## src/rtl/bp_me_nonsynth_tr_sequencer.sv

```systemverilog
// Trace-replay sequencer: feeds trace packets to one LCE with bounded outstanding commands,
// detects completion and hangs. Optional cycle counter under BP_ME_NONSYNTH_TR_SEQ_PERF_EN.
module bp_me_nonsynth_tr_sequencer #(
  parameter int unsigned tr_pkt_width_p    = 128,
  parameter int unsigned max_outstanding_p = 4,
  parameter int unsigned timeout_cycles_p  = 4096
) (
  input  logic                      clk_i,
  input  logic                      reset_i,
  input  logic                      start_i,
  input  logic [tr_pkt_width_p-1:0] tr_pkt_i,
  input  logic                      tr_pkt_v_i,
  input  logic                      tr_pkt_last_i,
  output logic                      tr_pkt_yumi_o,
  output logic [tr_pkt_width_p-1:0] lce_tr_pkt_o,
  output logic                      lce_tr_pkt_v_o,
  input  logic                      lce_tr_pkt_yumi_i,
  input  logic                      lce_tr_resp_v_i,
  output logic                      lce_tr_resp_ready_o,
  output logic [3:0]                outstanding_o,
  output logic [31:0]               sent_count_o,
  output logic [31:0]               recv_count_o,
  output logic                      done_o,
  output logic                      error_o,
  output logic [31:0]               total_cycles_o
);

  localparam int unsigned out_width_lp = 4;
  localparam int unsigned cnt_width_lp = 32;

  typedef enum logic [2:0] {
    e_idle,
    e_send,
    e_drain,
    e_done,
    e_error
  } state_e;

  state_e                    state_r, state_n;
  logic [out_width_lp-1:0]   outstanding_r, outstanding_n;
  logic [cnt_width_lp-1:0]   sent_r, sent_n;
  logic [cnt_width_lp-1:0]   recv_r, recv_n;
  logic [cnt_width_lp-1:0]   wd_r, wd_n;
  logic                      done_r, error_r;
  logic                      active, send, resp, spurious, resp_ok, timeout;

  // Next-state and handshake logic
  always_comb begin
    state_n             = state_r;
    lce_tr_pkt_o        = tr_pkt_i;
    lce_tr_pkt_v_o      = 1'b0;
    tr_pkt_yumi_o       = 1'b0;
    lce_tr_resp_ready_o = 1'b0;
    active              = 1'b0;
    send                = 1'b0;
    resp                = 1'b0;
    spurious            = 1'b0;
    resp_ok             = 1'b0;
    timeout             = 1'b0;
    outstanding_n       = outstanding_r;
    sent_n              = sent_r;
    recv_n              = recv_r;
    wd_n                = wd_r;

    if (state_r == e_send) begin
      lce_tr_pkt_v_o = tr_pkt_v_i & (outstanding_r < out_width_lp'(max_outstanding_p));
      tr_pkt_yumi_o  = lce_tr_pkt_v_o & lce_tr_pkt_yumi_i;
    end
    active              = (state_r == e_send) || (state_r == e_drain);
    lce_tr_resp_ready_o = active;

    send     = tr_pkt_yumi_o;
    resp     = lce_tr_resp_ready_o & lce_tr_resp_v_i;
    spurious = resp & (outstanding_r == '0);
    resp_ok  = resp & ~spurious;

    outstanding_n = outstanding_r + out_width_lp'(send) - out_width_lp'(resp_ok);
    sent_n        = sent_r + cnt_width_lp'(send);
    recv_n        = recv_r + cnt_width_lp'(resp_ok);

    // Watchdog only runs while something is in flight and no response arrives
    if ((outstanding_r == '0) || resp)
      wd_n = '0;
    else if (active)
      wd_n = wd_r + cnt_width_lp'(1);
    timeout = active && (outstanding_r != '0) && !resp
              && (wd_r == cnt_width_lp'(timeout_cycles_p - 1));

    case (state_r)
      e_idle:  if (start_i) state_n = e_send;
      e_send:  if (send && tr_pkt_last_i) state_n = e_drain;
      e_drain: if (outstanding_n == '0) state_n = e_done;
      default: state_n = state_r;
    endcase

    // Error outranks done when both land in the same cycle
    if (active && (spurious || timeout))
      state_n = e_error;
  end

  always_ff @(posedge clk_i or posedge reset_i) begin
    if (reset_i) begin
      state_r       <= e_idle;
      outstanding_r <= '0;
      sent_r        <= '0;
      recv_r        <= '0;
      wd_r          <= '0;
      done_r        <= 1'b0;
      error_r       <= 1'b0;
    end else begin
      state_r       <= state_n;
      outstanding_r <= outstanding_n;
      sent_r        <= sent_n;
      recv_r        <= recv_n;
      wd_r          <= wd_n;
      done_r        <= (state_n == e_done);
      error_r       <= (state_n == e_error);
    end
  end

  assign outstanding_o = outstanding_r;
  assign sent_count_o  = sent_r;
  assign recv_count_o  = recv_r;
  assign done_o        = done_r;
  assign error_o       = error_r;

`ifdef BP_ME_NONSYNTH_TR_SEQ_PERF_EN
  logic [cnt_width_lp-1:0] cycles_r;

  // Replay cycle counter; holds its value once done or error is reached
  always_ff @(posedge clk_i or posedge reset_i) begin
    if (reset_i) begin
      cycles_r <= '0;
    end else begin
      if ((state_r == e_idle) && start_i)
        cycles_r <= '0;
      else if (active)
        cycles_r <= cycles_r + cnt_width_lp'(1);
      if ((state_r != e_done) && (state_n == e_done))
        $display("tr_sequencer: LCE sent=%0d recv=%0d total_cycles=%0d",
                 sent_n, recv_n, cycles_r + cnt_width_lp'(1));
    end
  end

  assign total_cycles_o = cycles_r;
`else
  assign total_cycles_o = '0;
`endif

endmodule

```

## config.mk

```make
export PLATFORM = sky130hd
export DESIGN_NAME = bp_me_nonsynth_tr_sequencer
export DESIGN_NICKNAME = d
export VERILOG_FILES = /design/src/rtl/bp_me_nonsynth_tr_sequencer.sv
export SDC_FILE = /design/constraint.sdc
export NUM_CORES = 1
export LEC_CHECK = 0
export CAP_MARGIN = 20
export CORE_AREA = 2 2 143 145
export CTS_CLUSTER_DIAMETER = 150
export DETAILED_ROUTE_END_ITERATION = 12
export DIE_AREA = 0 0 145 147
export DONT_BUFFER_PORTS = 1
export GPL_TIMING_DRIVEN = 0
export PLACE_DENSITY = 0.57
export SLEW_MARGIN = 20
export SYNTH_ARGS = -nofsm -noshare
export SYNTH_HDL_FRONTEND = slang
export SYNTH_SLANG_ARGS = --single-unit
export TNS_END_PERCENT = 30
```

## constraint.sdc

```tcl
create_clock -name clk_i -period 4.15 [get_ports clk_i]
set_input_delay 0.415 -clock clk_i [delete_from_list [all_inputs] [get_ports clk_i]]
set_output_delay 0.415 -clock clk_i [all_outputs]
set_load 0.03 [all_outputs]
```

======== Word-level counts from Yosys, hierarchy flattened ========
Cells that the tools add are included.
cells by class
  add/subtract/negate cells ............... 5
  magnitude comparators ................... 1
  equal/unequal tests ..................... 5
  mux-type cells .......................... 9
  bitwise logic cells ..................... 6
  reductions and logical operators ........ 14
operator list
  kind                                                                           number
  32-bit by 1-bit adder with 32-bit output                                       2
  32-bit 2-to-1 mux                                                              2
  32-bit by 1-bit adder with 32-bit output (second input constant)               1
  32-bit by 12-bit == test with 1-bit output (second input constant)             1
  3-bit 2-to-1 mux                                                               4
  3-bit case mux with 3 select lines                                             1
  4-bit logical NOT                                                              2
  3-bit by 2-bit == test with 1-bit output (second input constant)               2
  1-bit bitwise AND                                                              5
  1-bit logical AND                                                              5
  4-bit by 1-bit adder with 4-bit output                                         1
  4-bit by 3-bit less-than comparator with 1-bit output (second input constant)  1
  4-bit nonzero test                                                             1
  4-bit by 1-bit subtractor with 4-bit output                                    1
  3-bit by 1-bit == test with 1-bit output (second input constant)               1
  3-bit == test (second input constant)                                          1
  3-bit logical NOT                                                              1
  1-bit logical OR                                                               3
  1-bit 2-to-1 mux                                                               2
  2-bit nonzero test                                                             1
  1-bit logical NOT                                                              1
  1-bit inverter                                                                 1
word-level totals
  bits in registers ....................... 105
  input bits .............................. 135
  output and inout port bits .............. 233
  word-level logic and storage cells ...... 47

======== Longest topological paths before layout ========
Gate-level depths: netlist (run 1).
  word-level depth ........................ 12
  gate-level depth with buffers ........... 14
  depth with buffers taken out ............ 12

======== Worst setup path after synthesis (run 1) ========
No wires, ideal clock.
  path type ............................... reg2reg
  start point ............................. reg outstanding_r[2], in the netlist outstanding_o[2]
  end point ............................... reg recv_r[20], in the netlist recv_count_o[20]
  data arrival time ....................... 3.269 ns
  required time ........................... 4.016 ns
  path slack .............................. 0.747 ns
  cell stages (with the launch flop) ...... 14
  path buffers ............................ 2
  clock period less this slack ............ 3.403 ns
  cell sequence ........................... dfrtp_1 > inv_1 > ha_1 > or3b_2 > clkbuf_1 > and3_1 > clkbuf_1 > and2_1 > ha_1 > nand4_1 > nor4_1 > nand4_1 > or2_2 > xnor2_1
on the way
  word-level cells in the longest chain between the ends .. 5
RTL lines
  element                                   RTL line  source
  start, declared                           40        logic [out_width_lp-1:0] outstanding_r, outstanding_n;
  start signal, assigned                    112       outstanding_r <= outstanding_n;
  4-bit logical NOT                         74        spurious = resp & (outstanding_r == '0);
  1-bit bitwise AND                         74
  1-bit inverter                            75        resp_ok = resp & ~spurious;
  1-bit bitwise AND                         75
  32-bit by 1-bit adder with 32-bit output  79        recv_n = recv_r + cnt_width_lp'(resp_ok);
  net recv_n[20]                            42        logic [cnt_width_lp-1:0] recv_r, recv_n;
  end signal, assigned                      114       recv_r <= recv_n;
  end, declared                             42
The timed path passes the listed nets, and every way through them passes these cells.
A chain may end at the register's enable or synchronous reset.

======== Final worst setup path (run 1) ========
  start point ............................. reg outstanding_r[2], in the netlist outstanding_o[2]
  end point ............................... reg done_r, in the netlist done_o
on the way
  word-level cells in the longest chain between the ends .. 11
RTL lines
  element                                                RTL line  source
  4-bit by 3-bit less-than comparator with 1-bit output  66        lce_tr_pkt_v_o = tr_pkt_v_i & (outstanding_r < out_width_lp'(max_outstanding_p));
  1-bit bitwise AND                                      66
  1-bit bitwise AND                                      67        tr_pkt_yumi_o = lce_tr_pkt_v_o & lce_tr_pkt_yumi_i;
  1-bit 2-to-1 mux                                       65        if (state_r == e_send) begin
  4-bit by 1-bit adder with 4-bit output                 77        outstanding_n = outstanding_r + out_width_lp'(send) - out_width_lp'(resp_ok);
  4-bit by 1-bit subtractor with 4-bit output (*)        77
  net outstanding_n[2]                                   40
  4-bit logical NOT (*)                                  92        e_drain: if (outstanding_n == '0) state_n = e_done;
  3-bit 2-to-1 mux (*)                                   92
  3-bit case mux with 3 select lines (*)                 89        case (state_r)
  3-bit 2-to-1 mux (*)                                   97        if (active && (spurious || timeout))
  3-bit by 2-bit == test with 1-bit output (*)           116       done_r <= (state_n == e_done);
  end signal, assigned                                   116
  end, declared                                          44        logic done_r, error_r;
Mark *: on every way through the listed nets, which the timed path passes. The rest lies on a longest branch.

==> impl_metrics.yaml, run 1 <==
pwr:
  share_of_total_power_in_sequential_cells: 0.450
  power_mw: 2.27
  power.static_leakage_nw: 3.49
  total_power_per_unit_cell_area_nw_per_um2: 322
  p_sw_uw: 598
  pwr-share-clk: 0.407
  worst_vdd_ir_v: 0.000192
  switching_fraction: 0.263
  cell_internal_pwr_mw: 1.67
  combinationalPowerShare: 0.142
logic_synthesis:
  synth_edf_count: 0
  dominantRegCellSynth: "sky130_fd_sc_hd__dfrtp_1"
  synth-async-reset-ratio: 1.00
  gate_count_after_technology_mapping: 646
  synth.ff_latch_count: 105
  synth.distinct_cells: 44
  ys_warn_count: 0
  post_synth.cell_area_avg_um2: 9.64
  synth_area_um2: 6230
  synth-seq-area-share: 0.422
drt:
  routed_wire_length_per_instance_um: 14.0
  detail_route.vias_per_cell: 4.44
  detail_route.iter0.violations: 171
  antenna_left: 0
  detailed_route_wl_um: 13500
  drcViolationCount: 0
  via_count: 4282
  first_pass_iters: 4
clock_tree:
  tritoncts: "yes"
  htree_levels: 3
  numCtsBuffers: 9
  clk_latency_ns: 0.35
  cts_num_sinks: 105
  cts-root-to-sink-buffers: 2
  cts-root-buf: "sky130_fd_sc_hd__clkbuf_16"
  clk_pin_slew_worst_paths_ns: 0.07
die:
  rows: 52
  fp.dieW_um: 145
  floorplan.die_area_um2: 21300
  die_h_um: 147
  floorplan.initialDensity: 0.314
  num_io_pins: 368
  core_um2: 19800
final_layout:
  most-common-layout-cells: "160 x sky130_fd_sc_hd__buf_4, 105 x sky130_fd_sc_hd__dfrtp_1, 49 x sky130_fd_sc_hd__xnor2_1, 37 x sky130_fd_sc_hd__nand2_1, 37 x sky130_fd_sc_hd__nor2_1"
  fraction_of_the_core_area_covered_by_cells_at_the_end_of_the_flow: 0.356
  mostFrequentLayoutCell: "sky130_fd_sc_hd__buf_4"
  post-route-cell-area_um2: 7060
  layout-drive-gt1-share: 0.275
  antenna-diode-count: 0
  area_growth_syn_to_layout_pct: 13.4
  design.final.nets: 835
critical_path:
  critPathLaunchType: "flip-flop"
  timing.critical_path.required_ns: 4.39
  cp_cell_sequence: "inv_1 > ha_1 > or3b_2 > clkbuf_1 > and3_1 > clkbuf_1 > nand2b_1 > nand2_1 > ha_1 > fa_1 > xor2_1 > or4_1 > a221oi_1"
  critical_path_arrival_ns: 4.01
  cp-end-kind: "flip-flop"
  crit_fanout: 6
  worst-setup-path-type: "reg2reg"
  cp_slowest_cell: "sky130_fd_sc_hd__or4_1"
  slowest_stage_delay_on_critical_path_ns: 0.51
status:
  outcome: "completed"
global_route:
  grt_max_degree: 64
  wire_length_of_the_first_global_routing_pass_um: 21400
  via_count_of_the_first_global_routing_pass: 3928
  globalRouteOverflowTotal: 0
  grt_antenna_before_repair: 0
  gr-usage-all-layers: 0.125
timing:
  worst_slew_pin_slew_ns: 0.825
  worst_slew_margin_rel: 0.445
  setup_viol: 0
  post-route-min-period_ns: 3.77
  timing.final.crit_share: 0.907
  tns_ns: 0
  timing.fmax_ghz: 0.266
  rsz0062_at_grt: "false"
  skew_ns: 0.00834
  final_max_slew_viol_count: 0
  hold_violations: 0
job:
  timing.max_cap.violations: 0
placed_design:
  numPortBuffers: 0
  placedInstanceArea_um2: 6720
  globalplace.congestion: 0.814
  detailed_place_hpwl_um: 10600
min_path:
  min-delay-path-class: "in2reg"
-- kinds of logic after synthesis --
family / Yosys count / share of synthesized area
simple gates: 224 / 0.195
buf+inv: 185 / 0.208
flops: 105 / 0.422
xor+xnor: 82 / 0.115
compound gates: 37 / 0.0346
fa+ha+maj: 10 / 0.0213
mux: 2 / 0.00321
other cells: 1 / 0.000602
-- layer usage --
layer | vias up | global-route usage | wire length (µm) | share of wire
met5 | - | 0 | 0 | 0
met4 | 0 | 0.0431 | 216 | 0.016
met3 | 17 | 0.0422 | 1070 | 0.079
met2 | 175 | 0.201 | 6520 | 0.48
met1 | 2005 | 0.158 | 5730 | 0.42
li1 | 2085 | - | - | -
-- synthesized netlist by cell type, types with 2 or more instances --
cell type                  number  area, µm²
sky130_fd_sc_hd__buf_4        160       1200
sky130_fd_sc_hd__dfrtp_1      105       2630
sky130_fd_sc_hd__xnor2_1       49        429
sky130_fd_sc_hd__nand2_1       37        139
sky130_fd_sc_hd__nor2_1        37        139
sky130_fd_sc_hd__nand3_1       36        180
sky130_fd_sc_hd__xor2_1        33        289
sky130_fd_sc_hd__nand4_1       24        150
sky130_fd_sc_hd__a21oi_1       17       85.1
sky130_fd_sc_hd__inv_1         17       63.8
sky130_fd_sc_hd__nor4_1        17        106
sky130_fd_sc_hd__and3_1        16        100
sky130_fd_sc_hd__nor3_1        15       75.1
sky130_fd_sc_hd__o21ai_0       10       50.1
sky130_fd_sc_hd__ha_1           9        113
sky130_fd_sc_hd__and4_1         6       52.6
sky130_fd_sc_hd__clkbuf_1       6       22.5
sky130_fd_sc_hd__or4_1          6       45.0
sky130_fd_sc_hd__or3_1          5       31.3
sky130_fd_sc_hd__and2_1         4       25.0
sky130_fd_sc_hd__nand2b_1       4       25.0
sky130_fd_sc_hd__or3_2          4       30.0
sky130_fd_sc_hd__nor3b_1        3       22.5
sky130_fd_sc_hd__a21o_1         2       15.0
sky130_fd_sc_hd__mux2i_1        2       20.0
sky130_fd_sc_hd__nor2b_1        2       12.5
sky130_fd_sc_hd__o31ai_1        2       15.0
sky130_fd_sc_hd__or2_2          2       12.5
-- stage by stage --
stage / worst slack [ns] / hold slack, ns / instances
finish: 0.384 / 0.239 / 964
global route: 0.0968 / 0.236 / 964
CTS: 0.103 / 0.229 / 964
detailed placement: -0.222 / 0.322 / 948
global placement: -0.337 / 0.547 / 947
floorplan: 0.747 / 0.521 / 677
-- timing repair --
item	4_1_cts	5_1_grt
endpoints found under the hold margin	42	0
buffers inserted	0	0
gates resized for setup	1	1
pin swaps	0	1
endpoints found under the setup margin	1	1
hold buffers	1	0
-- path summary, 6_finish.rpt --
check / startpoint / depth (start not counted) / slack (ns) / endpoint
min in group asynchronous: reset_i / 2 / 0.58 / sent_count_o[1]
max in group asynchronous: reset_i / 3 / 2.93 / recv_count_o[7]
setup reg to reg: outstanding_o[2] / 13 / 0.38 / done_o
setup / recovery: outstanding_o[2] / 13 / 0.38 / done_o
hold reg to reg: wd_r[1] / 2 / 0.57 / wd_r[1]
hold / removal: lce_tr_resp_v_i / 2 / 0.24 / wd_r[1]
-- final cells by class --
class | count | area (µm²)
fill | 2029 | 12800
sequential | 105 | 2630
multi-input combinational | 387 | 2430
buffer | 168 | 1230
tap | 270 | 338
clock buffer | 11 | 243
clock inverter | 4 | 77.6
inverter | 17 | 68.8
timing repair buffer | 2 | 37.5
-- sequential cells by signal (all words and copies together), names as in the netlist --
signal and cells:
sent_count_o 32, recv_count_o 32, error_o 1, wd_r 32
outstanding_o 4, state_r 3, done_o 1
-- power groups by stage --
stage	Clock [mW]	Combinational (mW)	Sequential, mW
6_report	0.925	0.323	1.02
3_3_place_gp	0	0.320	1.04
3_5_place_dp	0	0.324	1.04
5_1_grt	0.995	0.337	1.02
4_1_cts	0.955	0.325	1.02
2_1_floorplan	0	0.308	1.04
-- worst max-delay path: cells and delay by family, from the launching register on --
kind / cells / cell delay (ns)
simple gates: 5 / 1.39
xor+xnor: 1 / 0.17
buf+inv: 3 / 0.56
compound gates: 1 / 0.28
fa+ha+maj: 3 / 0.74
flops: 1 / 0.49
No activity file was read; power rests on OpenSTA's default activity.
==> inputs of run 2 (changes only) <==
--- a/config.mk
+++ b/config.mk
@@ -5,14 +5,16 @@
 export SDC_FILE = /design/constraint.sdc
 export NUM_CORES = 1
 export LEC_CHECK = 0
+export ABC_AREA = 1
 export CAP_MARGIN = 20
-export CORE_AREA = 2 2 143 145
+export CORE_ASPECT_RATIO = 0.6
+export CORE_MARGIN = 1
+export CORE_UTILIZATION = 43
 export CTS_CLUSTER_DIAMETER = 150
 export DETAILED_ROUTE_END_ITERATION = 12
-export DIE_AREA = 0 0 145 147
 export DONT_BUFFER_PORTS = 1
 export GPL_TIMING_DRIVEN = 0
-export PLACE_DENSITY = 0.57
+export PLACE_DENSITY = 0.7
 export SLEW_MARGIN = 20
 export SYNTH_ARGS = -nofsm -noshare
 export SYNTH_HDL_FRONTEND = slang
==> impl_metrics.yaml, run 2 <==
logic_synthesis:
  synth.ff_latch_count: 105
  synth_area_leaders: "sky130_fd_sc_hd__dfrtp_1 36%, sky130_fd_sc_hd__buf_4 17%, sky130_fd_sc_hd__nand2_1 12%"
  dominantRegCellSynth: "sky130_fd_sc_hd__dfrtp_1"
  synth_area_um2: 7210
  synth.distinct_cells: 37
  synth_top_cell_by_area: "sky130_fd_sc_hd__dfrtp_1"
  ys_warn_count: 0
  synth-seq-area-share: 0.364
  synth_edf_count: 0
  synth.cells.most_frequent: "222 x sky130_fd_sc_hd__nand2_1, 162 x sky130_fd_sc_hd__buf_4, 106 x sky130_fd_sc_hd__nor2_1, 105 x sky130_fd_sc_hd__dfrtp_1, 77 x sky130_fd_sc_hd__inv_1"
  synthDominantCellAreaShare: 0.364
  synth-async-reset-ratio: 1.00
  post_synth.cell_area_avg_um2: 7.71
  synth.most_common_cell: "sky130_fd_sc_hd__nand2_1"
  gate_count_after_technology_mapping: 936
clock_tree:
  post_cts_resize_count: 0
  clk_pin_slew_worst_paths_ns: 0.08
  tritoncts: "yes"
  clk_latency_ns: 0.36
  cts_num_sinks: 105
  cts-root-to-sink-buffers: 2
  cts-root-buf: "sky130_fd_sc_hd__clkbuf_16"
  htree_levels: 3
  numCtsBuffers: 9
timing:
  worst_slew_margin_rel: 0.503
  timing.fmax_ghz: 0.304
  timing.hold.ws_ns: 0.364
  tns_ns: 0
  setup_viol: 0
  timing.final.crit_share: 0.792
  worst_slew_pin_slew_ns: 0.741
  skew_ns: 0.00979
  post-route-min-period_ns: 3.29
  hold_violations: 0
  final_max_slew_viol_count: 0
  rsz0062_at_grt: "false"
placed_design:
  numPortBuffers: 0
  globalplace.congestion: 0.934
  detailed_place_hpwl_um: 14800
  placedInstanceArea_um2: 7650
critical_path:
  critPathLaunch: "outstanding_o[2]"
  worst-setup-path-type: "reg2reg"
  reg2reg_from: "outstanding_o[2]"
  critical_path_arrival_ns: 3.56
  crit_fanout: 4
  cp-end-kind: "flip-flop"
  timing.critical_path.required_ns: 4.43
  critPathLaunchType: "flip-flop"
final_layout:
  most-common-layout-cells: "222 x sky130_fd_sc_hd__nand2_1, 162 x sky130_fd_sc_hd__buf_4, 106 x sky130_fd_sc_hd__nor2_1, 105 x sky130_fd_sc_hd__dfrtp_1, 76 x sky130_fd_sc_hd__inv_1"
  area_growth_syn_to_layout_pct: 10.3
  design.final.nets: 1125
  mostFrequentLayoutCell: "sky130_fd_sc_hd__nand2_1"
  filler_cell_count: 1609
  layout-drive-gt1-share: 0.221
  antenna-diode-count: 0
  post-route-cell-area_um2: 7950
drt:
  detail_route.vias_per_cell: 4.97
  detailed_route_wl_um: 18500
  detail_route.iter0.violations: 436
  antenna_left: 0
  via_count: 6026
  drcViolationCount: 0
  routed_wire_length_per_instance_um: 15.3
  first_pass_iters: 6
pwr:
  power.static_leakage_nw: 4.02
  worst_vdd_ir_v: 0.000196
  total_power_per_unit_cell_area_nw_per_um2: 274
die:
  rows: 36
  floorplan.initialDensity: 0.442
  floorplan.die_area_um2: 17300
  fp.dieW_um: 169
  core_um2: 16300
  num_io_pins: 368
  die_h_um: 102
global_route:
  grt_antenna_before_repair: 0
  gr-usage-all-layers: 0.209
  via_count_of_the_first_global_routing_pass: 5056
  globalRouteOverflowTotal: 0
  grt_max_degree: 69
  wire_length_of_the_first_global_routing_pass_um: 27600
min_path:
  min-delay-path-class: "in2reg"
  worst_hold_startpoint: "tr_pkt_last_i"
status:
  outcome: "completed"
job:
  timing.max_cap.violations: 0
[run 2: report_power, final]
group / internal, mW / switching, mW / total, mW
logic: 0.105 / 0.221 / 0.326
clock network: 0.419 / 0.415 / 0.834
registers: 1.02 / 0 / 1.02
total: 1.55 / 0.636 / 2.18
[run 2: cell families after synthesis]
group,after synthesis,share of synthesized area
other cells,1,0.000520
fa+ha+maj,10,0.0184
xor+xnor,59,0.0716
compound gates,26,0.0208
buf+inv,248,0.217
flops,105,0.364
simple gates,487,0.307
[run 2: metal layers]
layer | part of all wire | wire length (µm) | GRT usage | vias up
met3 | 0.11 | 2020 | 0.0608 | 16
met1 | 0.49 | 9020 | 0.326 | 2799
met5 | 0 | 0 | 0 | -
met4 | 0.010 | 186 | 0.0457 | 0
li1 | - | - | - | 2874
met2 | 0.39 | 7270 | 0.275 | 337
[run 2: repair_timing]
item                      CTS  global route
hold endpoints to repair   37             0
buffers inserted            0             0
hold buffers                1             0
[run 2: critical path: stages (launching register included)]
cell                      delay, ns
sky130_fd_sc_hd__dfrtp_1       0.50
sky130_fd_sc_hd__inv_1         0.16
sky130_fd_sc_hd__ha_1          0.17
sky130_fd_sc_hd__nand2_1       0.08
sky130_fd_sc_hd__nor3_2        0.62
sky130_fd_sc_hd__ha_1          0.35
sky130_fd_sc_hd__ha_1          0.24
sky130_fd_sc_hd__nand2_1       0.07
sky130_fd_sc_hd__nor2_1        0.10
sky130_fd_sc_hd__nand2_1       0.16
sky130_fd_sc_hd__nor3_4        0.21
sky130_fd_sc_hd__nand3_1       0.16
sky130_fd_sc_hd__nor2_1        0.20
sky130_fd_sc_hd__xor2_1        0.16
[run 2: per-stage QoR]
stage               power (mW)  worst slack [ns]   util  cells
CTS                       2.20             0.845  0.488   1213
finish                    2.18             0.864  0.488   1213
global placement          1.37            -0.296  0.467   1195
floorplan                 1.35             0.974      -    967
global route              2.25             0.526  0.488   1213
detailed placement        1.37             0.876  0.469   1196
[run 2: area by class of cell]
| type | count | area [µm²] | area share |
|---|---|---|---|
| Multi-Input combinational cell | 614 | 3140 | 0.395 |
| Timing Repair Buffer | 2 | 37.5 | 0.00472 |
| Tap cell | 228 | 285 | 0.0359 |
| Clock buffer | 9 | 225 | 0.0283 |
| Inverter | 80 | 305 | 0.0384 |
| Sequential cell | 105 | 2630 | 0.330 |
| Buffer | 168 | 1260 | 0.159 |
| Clock inverter | 7 | 65.1 | 0.00818 |
[run 2: final timing paths]
check                      slack, ns  cells past startpoint               end
hold reg to reg                 0.53                      1            done_o
hold / removal                  0.36                      4        state_r[1]
setup reg to reg                0.86                     13  sent_count_o[26]
max in group asynchronous       2.93                      3  recv_count_o[13]
min in group asynchronous       0.56                      2   sent_count_o[4]
setup / recovery                0.86                     13  sent_count_o[26]
